<file path="config.mk">
export PLATFORM = sky130hd
export DESIGN_NAME = boot_loader
export DESIGN_NICKNAME = d
export VERILOG_FILES = /design/src/rtl/boot_loader.sv
export SDC_FILE = /design/constraint.sdc
export NUM_CORES = 1
export LEC_CHECK = 0
export CORE_UTILIZATION = 55
export DETAILED_ROUTE_END_ITERATION = 10
export HOLD_SLACK_MARGIN = 0.12
export PLACE_DENSITY = 0.77
export SLEW_MARGIN = 20
export SYNTH_ARGS = -nofsm -noshare
export SYNTH_HDL_FRONTEND = slang
export SYNTH_SLANG_ARGS = --single-unit
</file>
<file path="constraint.sdc">
create_clock -name clk -period 5.9 [get_ports clk]
set_clock_uncertainty 0.05 [all_clocks]
set_input_delay 1.18 -clock clk [delete_from_list [all_inputs] [get_ports clk]]
set_output_delay 1.18 -clock clk [all_outputs]
set_load 0.05 [all_outputs]
</file>
<file path="src/rtl/boot_loader.sv">
// Boot loader: receives a length-prefixed byte stream and writes it into
// external memory as big-endian 32-bit words through a command FIFO and a
// write-data FIFO. boot_done gates instruction fetch; boot_error flags an
// aborted load.
//
// FIFO handshake: a push strobe (mem_wr_en / mem_cmd_en) is a registered
// one-cycle pulse. It is raised only when the matching full flag was low
// on the clock edge that produced it. While full is high the push state
// holds and no strobe is raised. Data, mask and address are loaded before
// their strobe rises and are not changed while it is high. Each word is
// pushed as one write-data entry followed by one write command.
module boot_loader #(
    parameter logic [29:0] BASE_ADDR = 30'h0
) (
    input  logic        clk,
    input  logic        rst,
    input  logic [7:0]  rx_data,
    input  logic        rx_valid,
    output logic        mem_cmd_en,
    output logic [2:0]  mem_cmd_instr,
    output logic [5:0]  mem_cmd_bl,
    output logic [29:0] mem_cmd_byte_addr,
    input  logic        mem_cmd_full,
    output logic        mem_wr_en,
    output logic [31:0] mem_wr_data,
    output logic [3:0]  mem_wr_mask,
    input  logic        mem_wr_full,
    input  logic        mem_wr_error,
    output logic        boot_done,
    output logic        boot_error,
    output logic [2:0]  state_dbg
);

    typedef enum logic [2:0] {
        LEN_HI   = 3'd0,
        LEN_LO   = 3'd1,
        DATA     = 3'd2,
        PUSH_WR  = 3'd3,
        PUSH_CMD = 3'd4,
        DONE     = 3'd5,
        ERROR    = 3'd6
    } state_t;

    state_t      state;
    state_t      state_d;

    logic [15:0] len;       // payload length N
    logic [15:0] k;         // payload bytes received so far
    logic [13:0] w;         // words fully pushed so far
    logic [31:0] word_buf;  // word being assembled

    logic        take_byte;
    logic        issue_wr;
    logic        issue_cmd;
    logic [15:0] k_inc;
    logic        word_end;
    logic [31:0] buf_next;
    logic [3:0]  mask_next;

    // Every command is a single-beat write.
    assign mem_cmd_instr = 3'b000;
    assign mem_cmd_bl    = 6'd0;
    assign state_dbg     = state;

    assign k_inc    = k + 16'd1;
    // A word closes on its fourth byte or on the final payload byte.
    assign word_end = (k[1:0] == 2'd3) || (k_inc == len);

    // Merge the incoming byte into its big-endian lane and derive the mask
    // for a word that closes at this byte (lanes not yet filled are masked).
    always_comb begin
        buf_next  = word_buf;
        mask_next = 4'b0000;
        case (k[1:0])
            2'd0: begin
                buf_next[31:24] = rx_data;
                mask_next       = 4'b0111;
            end
            2'd1: begin
                buf_next[23:16] = rx_data;
                mask_next       = 4'b0011;
            end
            2'd2: begin
                buf_next[15:8]  = rx_data;
                mask_next       = 4'b0001;
            end
            default: begin
                buf_next[7:0]   = rx_data;
                mask_next       = 4'b0000;
            end
        endcase
    end

    // State register.
    always_ff @(posedge clk) begin
        if (rst) begin
            state <= LEN_HI;
        end else begin
            state <= state_d;
        end
    end

    // Next-state and per-cycle action decode. A FIFO error outranks
    // everything; a byte arriving while a push is pending is an overrun.
    always_comb begin
        state_d   = state;
        take_byte = 1'b0;
        issue_wr  = 1'b0;
        issue_cmd = 1'b0;
        if (mem_wr_error && (state != DONE) && (state != ERROR)) begin
            state_d = ERROR;
        end else begin
            case (state)
                LEN_HI: begin
                    if (rx_valid) begin
                        state_d = LEN_LO;
                    end
                end
                LEN_LO: begin
                    if (rx_valid) begin
                        state_d = ({len[15:8], rx_data} == 16'd0) ? DONE : DATA;
                    end
                end
                DATA: begin
                    // All bytes written: the last command pulse is on the
                    // outputs this cycle, so finishing now keeps DONE quiet.
                    if (k == len) begin
                        state_d = DONE;
                    end else if (rx_valid) begin
                        take_byte = 1'b1;
                        if (word_end) begin
                            state_d = PUSH_WR;
                        end
                    end
                end
                PUSH_WR: begin
                    if (rx_valid) begin
                        state_d = ERROR;
                    end else if (!mem_wr_full) begin
                        issue_wr = 1'b1;
                        state_d  = PUSH_CMD;
                    end
                end
                PUSH_CMD: begin
                    if (rx_valid) begin
                        state_d = ERROR;
                    end else if (!mem_cmd_full) begin
                        issue_cmd = 1'b1;
                        state_d   = DATA;
                    end
                end
                DONE:    state_d = DONE;
                ERROR:   state_d = ERROR;
                default: state_d = ERROR;
            endcase
        end
    end

    // Datapath: length capture, word assembly, counters and registered
    // memory-interface outputs.
    always_ff @(posedge clk) begin
        if (rst) begin
            len               <= 16'd0;
            k                 <= 16'd0;
            w                 <= 14'd0;
            word_buf          <= 32'd0;
            mem_cmd_en        <= 1'b0;
            mem_wr_en         <= 1'b0;
            mem_cmd_byte_addr <= BASE_ADDR;
            mem_wr_data       <= 32'd0;
            mem_wr_mask       <= 4'd0;
            boot_done         <= 1'b0;
            boot_error        <= 1'b0;
        end else begin
            mem_wr_en  <= issue_wr;
            mem_cmd_en <= issue_cmd;
            boot_done  <= (state_d == DONE);
            boot_error <= (state_d == ERROR);

            if ((state == LEN_HI) && (state_d == LEN_LO)) begin
                len[15:8] <= rx_data;
            end
            if ((state == LEN_LO) && (state_d != LEN_LO)) begin
                len[7:0] <= rx_data;
            end

            if (take_byte) begin
                k <= k_inc;
                if (word_end) begin
                    mem_wr_data <= buf_next;
                    mem_wr_mask <= (k[1:0] == 2'd3) ? 4'b0000 : mask_next;
                    word_buf    <= 32'd0;
                end else begin
                    word_buf <= buf_next;
                end
            end

            if (issue_wr) begin
                mem_cmd_byte_addr <= BASE_ADDR + {14'd0, w, 2'b00};
            end

            if (issue_cmd) begin
                w <= w + 14'd1;
            end
        end
    end

endmodule
</file>
# Word level (Yosys, flattened, before mapping)
# Cells that the tools add are included.
[classes] mul=0 addsub=2 mux=31 n_reduce_logical=10 shift=0 eq_ne=16 div_mod_pow=0 bitwise_logic=0 magnitude_cmp=0
[ops] op="2-to-1 mux 3 bit" n=11
[ops] op="equality test 16 bit" n=2
[ops] op="2-to-1 mux 32 bit" n=1
[ops] op="2-to-1 mux 8 bit" n=4
[ops] op="case mux 3 bit (6 select lines)" n=1
[ops] op="adder 16 x 1 -> 16 bit (second input constant)" n=1
[ops] op="logical NOT 16 bit" n=1
[ops] op="adder 14 x 1 -> 14 bit (second input constant)" n=1
[ops] op="equality test 3 bit (second input constant)" n=4
[ops] op="2-to-1 mux 1 bit" n=12
[ops] op="case mux 3 bit (3 select lines)" n=1
[ops] op="equality test 3 x 1 -> 1 bit (second input constant)" n=2
[ops] op="equality test 3 x 2 -> 1 bit (second input constant)" n=2
[ops] op="inequality test 3 bit (second input constant)" n=2
[ops] op="equality test 2 bit (second input constant)" n=2
[ops] op="logical AND 1 bit" n=4
[ops] op="2-to-1 mux 4 bit" n=1
[ops] op="logical NOT 3 bit" n=1
[ops] op="inequality test 3 x 1 -> 1 bit (second input constant)" n=1
[ops] op="OR reduction 3 bit" n=1
[ops] op="equality test 2 x 1 -> 1 bit (second input constant)" n=1
[ops] op="logical NOT 2 bit" n=1
[ops] op="AND reduction 2 bit" n=1
[ops] op="logical OR 1 bit" n=1
[totals] input_bits=14 mem_count=0 word_cells=72 mem_bits_ro=0 out_inout_bits=82 latchBits=0 regBits=135 ram_bits=0

# Longest topological paths before layout
# Gate-level depths: netlist of run 1.
[depth] ltp_word=10 ltp_mapped=12 mapped_depth_nobuf=9

# Worst setup path after synthesis of run 1
# No wires, ideal clock.
[synth_path] path_type="input -> register" from="input port rx_valid" to="register w[13]" arrival_ns=3.031 stages=8 n_path_buf=1 setup_slack_ns=2.691 required_ns=5.722 setup_ns=0.128 path_cell_list="clkbuf_1 or4b_2 nor3_2 nand4_1 nor2_1 nand3_1 xor2_1 nor2_1"
[synth_via] elab_chain_cells=3
[synth_lines] item="from (decl)" line="18" text="input logic rx_valid,"
[synth_lines] item="2-to-1 mux 1 bit" line="145" text="if (rx_valid) begin"
[synth_lines] item="2-to-1 mux 1 bit" line="113" text="case (state)"
[synth_lines] item="2-to-1 mux 1 bit" line="110" text="if (mem_wr_error && (state != DONE) && (state != ERROR)) begin"
[synth_lines] item="to (signal assigned)" line="203" text="w <= w + 14'd1;"
[synth_lines] item="to (decl)" line="49" text="logic [13:0] w;"
# Every way passes these cells.
# A chain may end at the register's enable or synchronous reset.

# Worst setup path after layout of run 1
[layout_path] from="input port rx_valid" to="register k[15]"
[layout_via] elab_chain_cells=4
[layout_lines] item="2-to-1 mux 1 bit" line="129" text="end else if (rx_valid) begin"
[layout_lines] item="2-to-1 mux 1 bit" line="127" text="if (k == len) begin"
[layout_lines] item="2-to-1 mux 1 bit" line="113"
[layout_lines] item="2-to-1 mux 1 bit" line="110"
[layout_lines] item="to (signal assigned)" line="188" text="k <= k_inc;"
[layout_lines] item="to (decl)" line="48" text="logic [15:0] k;"
# Every way passes these cells.

==> Flow_metrics.wiki, run 1 <==
{| class="wikitable"
! Metric !! Value
|-
| Result of the run || complete, no violations
|-
| Final sum of negative setup slack || 0 ps
|-
| Maximum fanout along the worst path || 60
|-
| Peak supply drop || 0.000189 V
|-
| First DRT Iteration DRCs || 438
|-
| Area share of the largest cell type after synthesis || 39.8%
|-
| Cell chosen for the clock root || clkbuf_16
|-
| Number of antenna-violating nets in the routed design || 0
|-
| WL met1 || 7050 um
|-
| Hold slack final || 402 ps
|-
| TritonCTS Buffers || 17
|-
| Utilization after layout || 65.7%
|-
| Via count of the first global-routing pass || 5221
|-
| Max stage delay cell, worst path || clkdlybuf4s50_1
|-
| Antenna violations before repair || 0
|-
| Power Total || 2.25 mW
|-
| Via/cell ratio || 5.89
|-
| Total length of routed wires || 16000 um
|-
| Die Y-Extent || 113 um
|-
| Cell type with the largest total area after synthesis || dfxtp_1
|-
| Max Clock Freq || 0.260 GHz
|-
| Diode insertion count for antenna repair || 0
|-
| GRT Util Overall || 26.0%
|-
| TritonCTS Sinks || 134
|-
| Clock transition at the registers of the reported paths || 60 ps
|-
| Layout Cell Area excl Fill || 7860 um^2
|-
| Hold Violations, Final || 0
|-
| Post-route minimum period || 3850 ps
|-
| Beginning of the worst hold path || mem_cmd_byte_addr[2]$_SDFFE_PP0P_
|-
| Area growth, synth to finish || 16.7%
|-
| Data required, critical path || 6120 ps
|-
| Top library cells by usage in the layout, fill and taps aside || dfxtp_1 (134), nand2_1 (78), a21oi_1 (72), clkdlybuf4s50_1 (68), mux2i_1 (53)
|-
| Lkg Pwr || 2.78 nW
|-
| Longest individual stage delay on the worst path || 730 ps
|-
| R2r startpoint || k[0]$_SDFFE_PP0P_
|-
| First-pass GRT wire length || 25900 um
|-
| Last weighted congestion value of the routability-driven placer || 0.911
|-
| Cell area after placement || 7250 um^2
|-
| Final max-slew violation count || 0
|-
| Die W || 113 um
|-
| Most frequent standard cell in the layout excluding fill and tap cells || dfxtp_1
|-
| Starting density of the core || 56.3%
|-
| Count of unique library cells instantiated by Yosys || 66
|-
| Worst skew pair latency || 430 ps
|-
| Worst endpoint data arrival time || 4070 ps
|-
| CTS tree || yes
|-
| Via count || 5599
|-
| Critical Path Start Type || input pin
|-
| Area enclosed by the die boundary || 12700 um^2
|-
| Final period utilization || 65.2%
|-
| Most area-consuming cells after synthesis || dfxtp_1 (40%), mux2i_1 (7.9%), a21oi_1 (5.3%)
|-
| Routed met2 length || 7720 um
|-
| Standard-cell row count || 40
|-
| Hold-fix buffers at CTS || 0
|-
| Portion of the post-synthesis area used by sequential elements || 39.8%
|-
| Number of synthesized register bits || 134
|-
| First drt pass iteration count || 5
|-
| Reported max-cap violation count || 0
|-
| I/O pin count || 96
|-
| Area of the mapped netlist || 6740 um^2
|-
| Maximum clock insertion buffer count || 2
|-
| Number of instances in the synthesized netlist || 767
|-
| Overall overflow remaining after global route || 0
|-
| Hold Crit Class || flip-flop to flip-flop
|-
| Synth async-reset ratio || 0%
|-
| Number of instances resized during post-cts repair || 0
|-
| Synthesized area divided by synthesized cell count || 8.78 um^2
|-
| Pwr dens || 286 nW/um^2
|-
| Yosys Warn Count || 0
|-
| Max H-tree Level || 4
|-
| Placeable core area || 12000 um^2
|-
| Pin count of the biggest net entering global routing || 85
|-
| Worst-path cell chain || clkdlybuf4s50_1 -> inv_2 -> nor3_1 -> o21a_4 -> buf_4 -> nand4_1 -> xor2_1 -> nor2_1
|-
| Post-CTS Setup Bufs || 0
|-
| Post-synth EDFFs || 0
|-
| Critical path startpoint || rx_valid
|-
| Family with the most delay on the worst path || buffers and inverters
|-
| CP endpoint kind || flip-flop
|-
| Leading register cell type out of synthesis || dfxtp_1
|-
| Least-Margin Pin Slew || 1010 ps
|-
| Average detailed-routed wire length per instance || 16.8 um
|-
| Max layer used || met4
|-
| Port bufs || 69
|-
| Final net count || 811
|-
| Crit path kind || input pin to flip-flop
|-
| Fraction of layout instances using a drive strength above 1 || 8.83%
|-
| DRC violations left || 0
|-
| Post-DP HPWL || 10500 um
|-
| Total buffers and inverters traversed by the critical path || 3
|-
| Final setup violation count || 0
|-
| RSZ-0062 raised after global routing || false
|-
| Met3 wirelength from detailed routing || 844 um
|-
| Worst max-slew margin expressed relative to the limit || 32.5%
|}
## worst paths after layout
path	depth (start not counted)	slack (ps)	endpoint
setup / recovery	8	2050	k[15]$_SDFFE_PP0P_
hold / removal	2	400	mem_cmd_byte_addr[2]$_SDFFE_PP0P_
setup reg to reg	9	2160	mem_wr_data[31]$_SDFFE_PP0P_
hold reg to reg	2	400	mem_cmd_byte_addr[2]$_SDFFE_PP0P_
## synthesized netlist by cell type (2+ instances only)
library cell / number
and4_1: 4
clkbuf_1: 38
a31oi_1: 3
a311oi_2: 10
and3_1: 9
buf_2: 18
nor4b_1: 2
nor2b_1: 2
or3_1: 9
a21oi_2: 10
mux2i_1: 53
or2_2: 3
a21oi_1: 72
dfxtp_1: 134
and2_1: 2
a211oi_1: 2
inv_1: 12
nand2b_1: 24
nor3b_1: 2
o21ai_0: 11
nor4_1: 9
ha_1: 6
nand3_1: 34
nand2_1: 78
o2bb2ai_1: 8
buf_1: 5
nor2_1: 50
xor2_1: 29
o211a_1: 2
o21a_1: 2
xnor2_1: 16
nor3_1: 15
a311oi_1: 23
or4_1: 2
nand4_1: 9
buf_4: 29
## power breakdown
group	leakage [nW]	switching, mW	internal (mW)
registers	1.08	0.0195	0.918
logic	1.41	0.167	0.0635
clock network	0.292	0.396	0.684
## kinds of logic (layout without fill, tap and decap cells)
group | Yosys count | after routing | share of synthesized area [%]
compound gates | 158 | 158 | 16.9
xor+xnor | 46 | 46 | 6.18
fa+ha+maj | 6 | 6 | 1.11
buf+inv | 106 | 118 | 8.15
flops | 134 | 134 | 39.8
mux | 53 | 53 | 7.87
other cells | 1 | 26 | 0.0557
simple gates | 263 | 263 | 19.9
## registers in the layout (all words and copies together) (netlist names)
name / cells
mem_cmd_en: 1
boot_done: 1
mem_wr_data: 32
mem_cmd_byte_addr: 14
k: 16
len: 16
state_dbg: 3
boot_error: 1
word_buf: 32
mem_wr_en: 1
w: 14
mem_wr_mask: 3
## through the flow
stage | setup WS [ps] | std cells
2_1_floorplan | 2690 | 792
3_3_place_gp | 1800 | 919
3_5_place_dp | 1710 | 919
4_1_cts | 2140 | 951
5_1_grt | 1810 | 951
6_report | 2050 | 951
## per-layer routing
metal / vias up / global-route usage, %
met5: - / 0
met4: 0 / 11.3
met3: 27 / 5.51
met2: 178 / 43.6
met1: 2685 / 32.2
li1: 2709 / -
## worst register-to-register path: cells and delay by family (launching register included)
kind | cells | cell delay (ps)
AO/OA/AOI/OAI | 5 | 1300
adder cells (fa/ha/maj) | 1 | 450
buffers and inverters | 1 | 620
flip-flops | 1 | 550
AND/OR/NAND/NOR | 2 | 660
## area by class of cell
class,count,area (um^2)
fill,997,4100
multi-input combinational,552,3620
sequential,134,2680
timing repair buffer,73,718
clock buffer,20,457
tap,147,184
clock inverter,12,150
inverter,13,48.8
Note: power is estimated with default switching activity, not from simulation.
==> run 2: changes to the inputs <==
CORE_UTILIZATION = 50   (was 55)
PLACE_DENSITY = 0.74   (was 0.77)
clock period = 3.39 ns   (was 5.9 ns; I/O delays follow)
==> run 2 against run 1 <==
  * Core utilization shrank 4.0 points
  * Clock power grew 79%
  * Combinational power grew 84%
  * Via count grew 0.54%
  * First-iteration DRC count grew 20%
  * Sequential share of layout area shrank 1.1 points
  * Power grew 77%
  * Global-route usage shrank 2.6 points
  * Die area grew 9.8%
  * Cell count grew 5.9%
==> Flow_metrics.wiki, run 2 (synthesis gave the netlist of run 1 again) <==
{| class="wikitable"
! Metric !! Value
|-
| Sequential power share || 41.0%
|-
| Layout Cell Area excl Fill || 8140 um^2
|-
| Max stage delay cell, worst path || dfxtp_1
|-
| Via/cell ratio || 5.59
|-
| Final net count || 838
|-
| I/O pin count || 96
|-
| Pwr dens || 489 nW/um^2
|-
| Maximum fanout along the worst path || 24
|-
| Longest individual stage delay on the worst path || 610 ps
|-
| Largest registers || mem_wr_data: 32 flops, word_buf: 32 flops
|-
| TritonCTS Buffers || 17
|-
| Top library cells by usage in the layout, fill and taps aside || dfxtp_1 (134), nand2_1 (78), a21oi_1 (72), clkdlybuf4s50_1 (68), mux2i_1 (53)
|-
| Critical Path Start Type || flip-flop
|-
| Post-route minimum period || 3050 ps
|-
| Cell chosen for the clock root || clkbuf_16
|-
| Hold slack final || 403 ps
|-
| Max Clock Freq || 0.328 GHz
|-
| Switching Fraction || 25.5%
|-
| Power Total || 3.98 mW
|-
| CTS tree || yes
|-
| Via count || 5629
|-
| DRC violations left || 0
|-
| Diode insertion count for antenna repair || 0
|-
| Final period utilization || 89.9%
|-
| Total length of routed wires || 15700 um
|-
| Port bufs || 69
|-
| Clock share of power || 48.4%
|-
| Worst max-slew margin expressed relative to the limit || 29.5%
|-
| First DRT Iteration DRCs || 524
|-
| GRT Util Overall || 23.4%
|-
| Worst endpoint data arrival time || 3310 ps
|-
| Hold-fix buffers at CTS || 0
|-
| Average detailed-routed wire length per instance || 15.6 um
|-
| Maximum clock insertion buffer count || 2
|-
| RSZ-0062 raised after global routing || false
|-
| Peak supply drop || 0.000261 V
|-
| Post-CTS Setup Bufs || 0
|-
| Worst-path cell chain || nand4_4 -> nor3_1 -> xor2_1 -> a211o_1 -> o31ai_4 -> buf_4 -> a21oi_1 -> a311oi_1
|-
| Post-DP HPWL || 10800 um
|-
| Die W || 118 um
|-
| Post-Place Setup Slack || 166 ps
|-
| TritonCTS Sinks || 134
|-
| Max H-tree Level || 4
|-
| Cell area after placement || 7510 um^2
|-
| CP endpoint kind || flip-flop
|-
| Fraction of layout instances using a drive strength above 1 || 11.8%
|-
| Reported max-cap violation count || 0
|-
| Overall overflow remaining after global route || 0
|-
| Cell internal power dissipation || 2.97 mW
|-
| Worst skew pair latency || 420 ps
|-
| Combinational share of power || 10.6%
|-
| Area enclosed by the die boundary || 13900 um^2
|-
| Placeable core area || 13200 um^2
|-
| Result of the run || complete, no violations
|-
| Sw Pwr || 1.01 mW
|-
| Final sum of negative setup slack || 0 ps
|-
| Final max-slew violation count || 0
|-
| Die Y-Extent || 118 um
|-
| Last weighted congestion value of the routability-driven placer || 0.922
|-
| Hold Crit Class || flip-flop to flip-flop
|-
| First drt pass iteration count || 4
|-
| Least-Margin Pin Slew || 1060 ps
|-
| Final setup violation count || 0
|-
| Crit path kind || flip-flop to flip-flop
|-
| Lkg Pwr || 2.93 nW
|-
| Via count of the first global-routing pass || 5378
|-
| Antenna violations before repair || 0
|-
| First-pass GRT wire length || 26300 um
|-
| Data required, critical path || 3650 ps
|-
| Clock transition at the registers of the reported paths || 60 ps
|-
| Number of antenna-violating nets in the routed design || 0
|-
| Pin count of the biggest net entering global routing || 65
|-
| Starting density of the core || 51.1%
|-
| Area growth, synth to finish || 20.8%
|-
| Post-layout worst setup margin || 343 ps
|-
| Most frequent standard cell in the layout excluding fill and tap cells || dfxtp_1
|-
| Number of instances resized during post-cts repair || 0
|-
| Standard-cell row count || 42
|-
| Hold Violations, Final || 0
|}
run 2: changes by cell type in the layout (fill, tap and decap cells not counted), moves of 2 or more:
cell	change
buf_4	+24
clkinv_2	-3
buf_12	+2
clkbuf_8	+2
run 2: final cells by class:
cell class | instances | area (um^2)
timing repair buffer | 100 | 943
tap | 176 | 220
clock inverter | 10 | 144
inverter | 13 | 48.8
sequential | 134 | 2680
clock buffer | 22 | 484
multi-input combinational | 552 | 3610
fill | 1137 | 5050
run 2: critical path: cells and delay by family, from the launching register on:
| kind | cells | cell delay (ps) |
|---|---|---|
| AO/OA/AOI/OAI | 4 | 1060 |
| XOR/XNOR | 1 | 140 |
| AND/OR/NAND/NOR | 2 | 770 |
| buffers and inverters | 1 | 320 |
| flip-flops | 1 | 610 |
run 2: worst paths after layout:
| check | cells after the start | from | endpoint | slack, ps |
|---|---|---|---|---|
| hold / removal | 2 | word_buf[28]$_SDFFE_PP0P_ | word_buf[28]$_SDFFE_PP0P_ | 400 |
| setup / recovery | 8 | k[3]$_SDFFE_PP0P_ | mem_wr_data[6]$_SDFFE_PP0P_ | 340 |
| setup reg to reg | 8 | k[3]$_SDFFE_PP0P_ | mem_wr_data[6]$_SDFFE_PP0P_ | 340 |
| hold reg to reg | 2 | word_buf[28]$_SDFFE_PP0P_ | word_buf[28]$_SDFFE_PP0P_ | 400 |
run 2: power groups by stage:
stage / Sequential, mW / Clock (mW) / Combinational, mW
4_1_cts: 1.63 / 1.94 / 0.419
3_5_place_dp: 1.66 / 0 / 0.417
2_1_floorplan: 1.68 / 0 / 0.318
6_report: 1.63 / 1.93 / 0.423
3_3_place_gp: 1.66 / 0 / 0.409
5_1_grt: 1.63 / 2.02 / 0.451
run 2: per-stage QoR:
step,cells,utilization (%)
6_report,1007,61.7
5_1_grt,1007,61.7
4_1_cts,1007,61.7
3_5_place_dp,975,56.9
3_3_place_gp,975,56.9
2_1_floorplan,792,-
run 2: per-layer routing:
| layer | routed length [um] | vias up | global-route usage (%) |
|---|---|---|---|
| met5 | 0 | - | 0 |
| met4 | 366 | 0 | 11.7 |
| met3 | 729 | 32 | 4.80 |
| met2 | 7560 | 188 | 37.5 |
| met1 | 7080 | 2647 | 29.9 |
| li1 | - | 2762 | - |
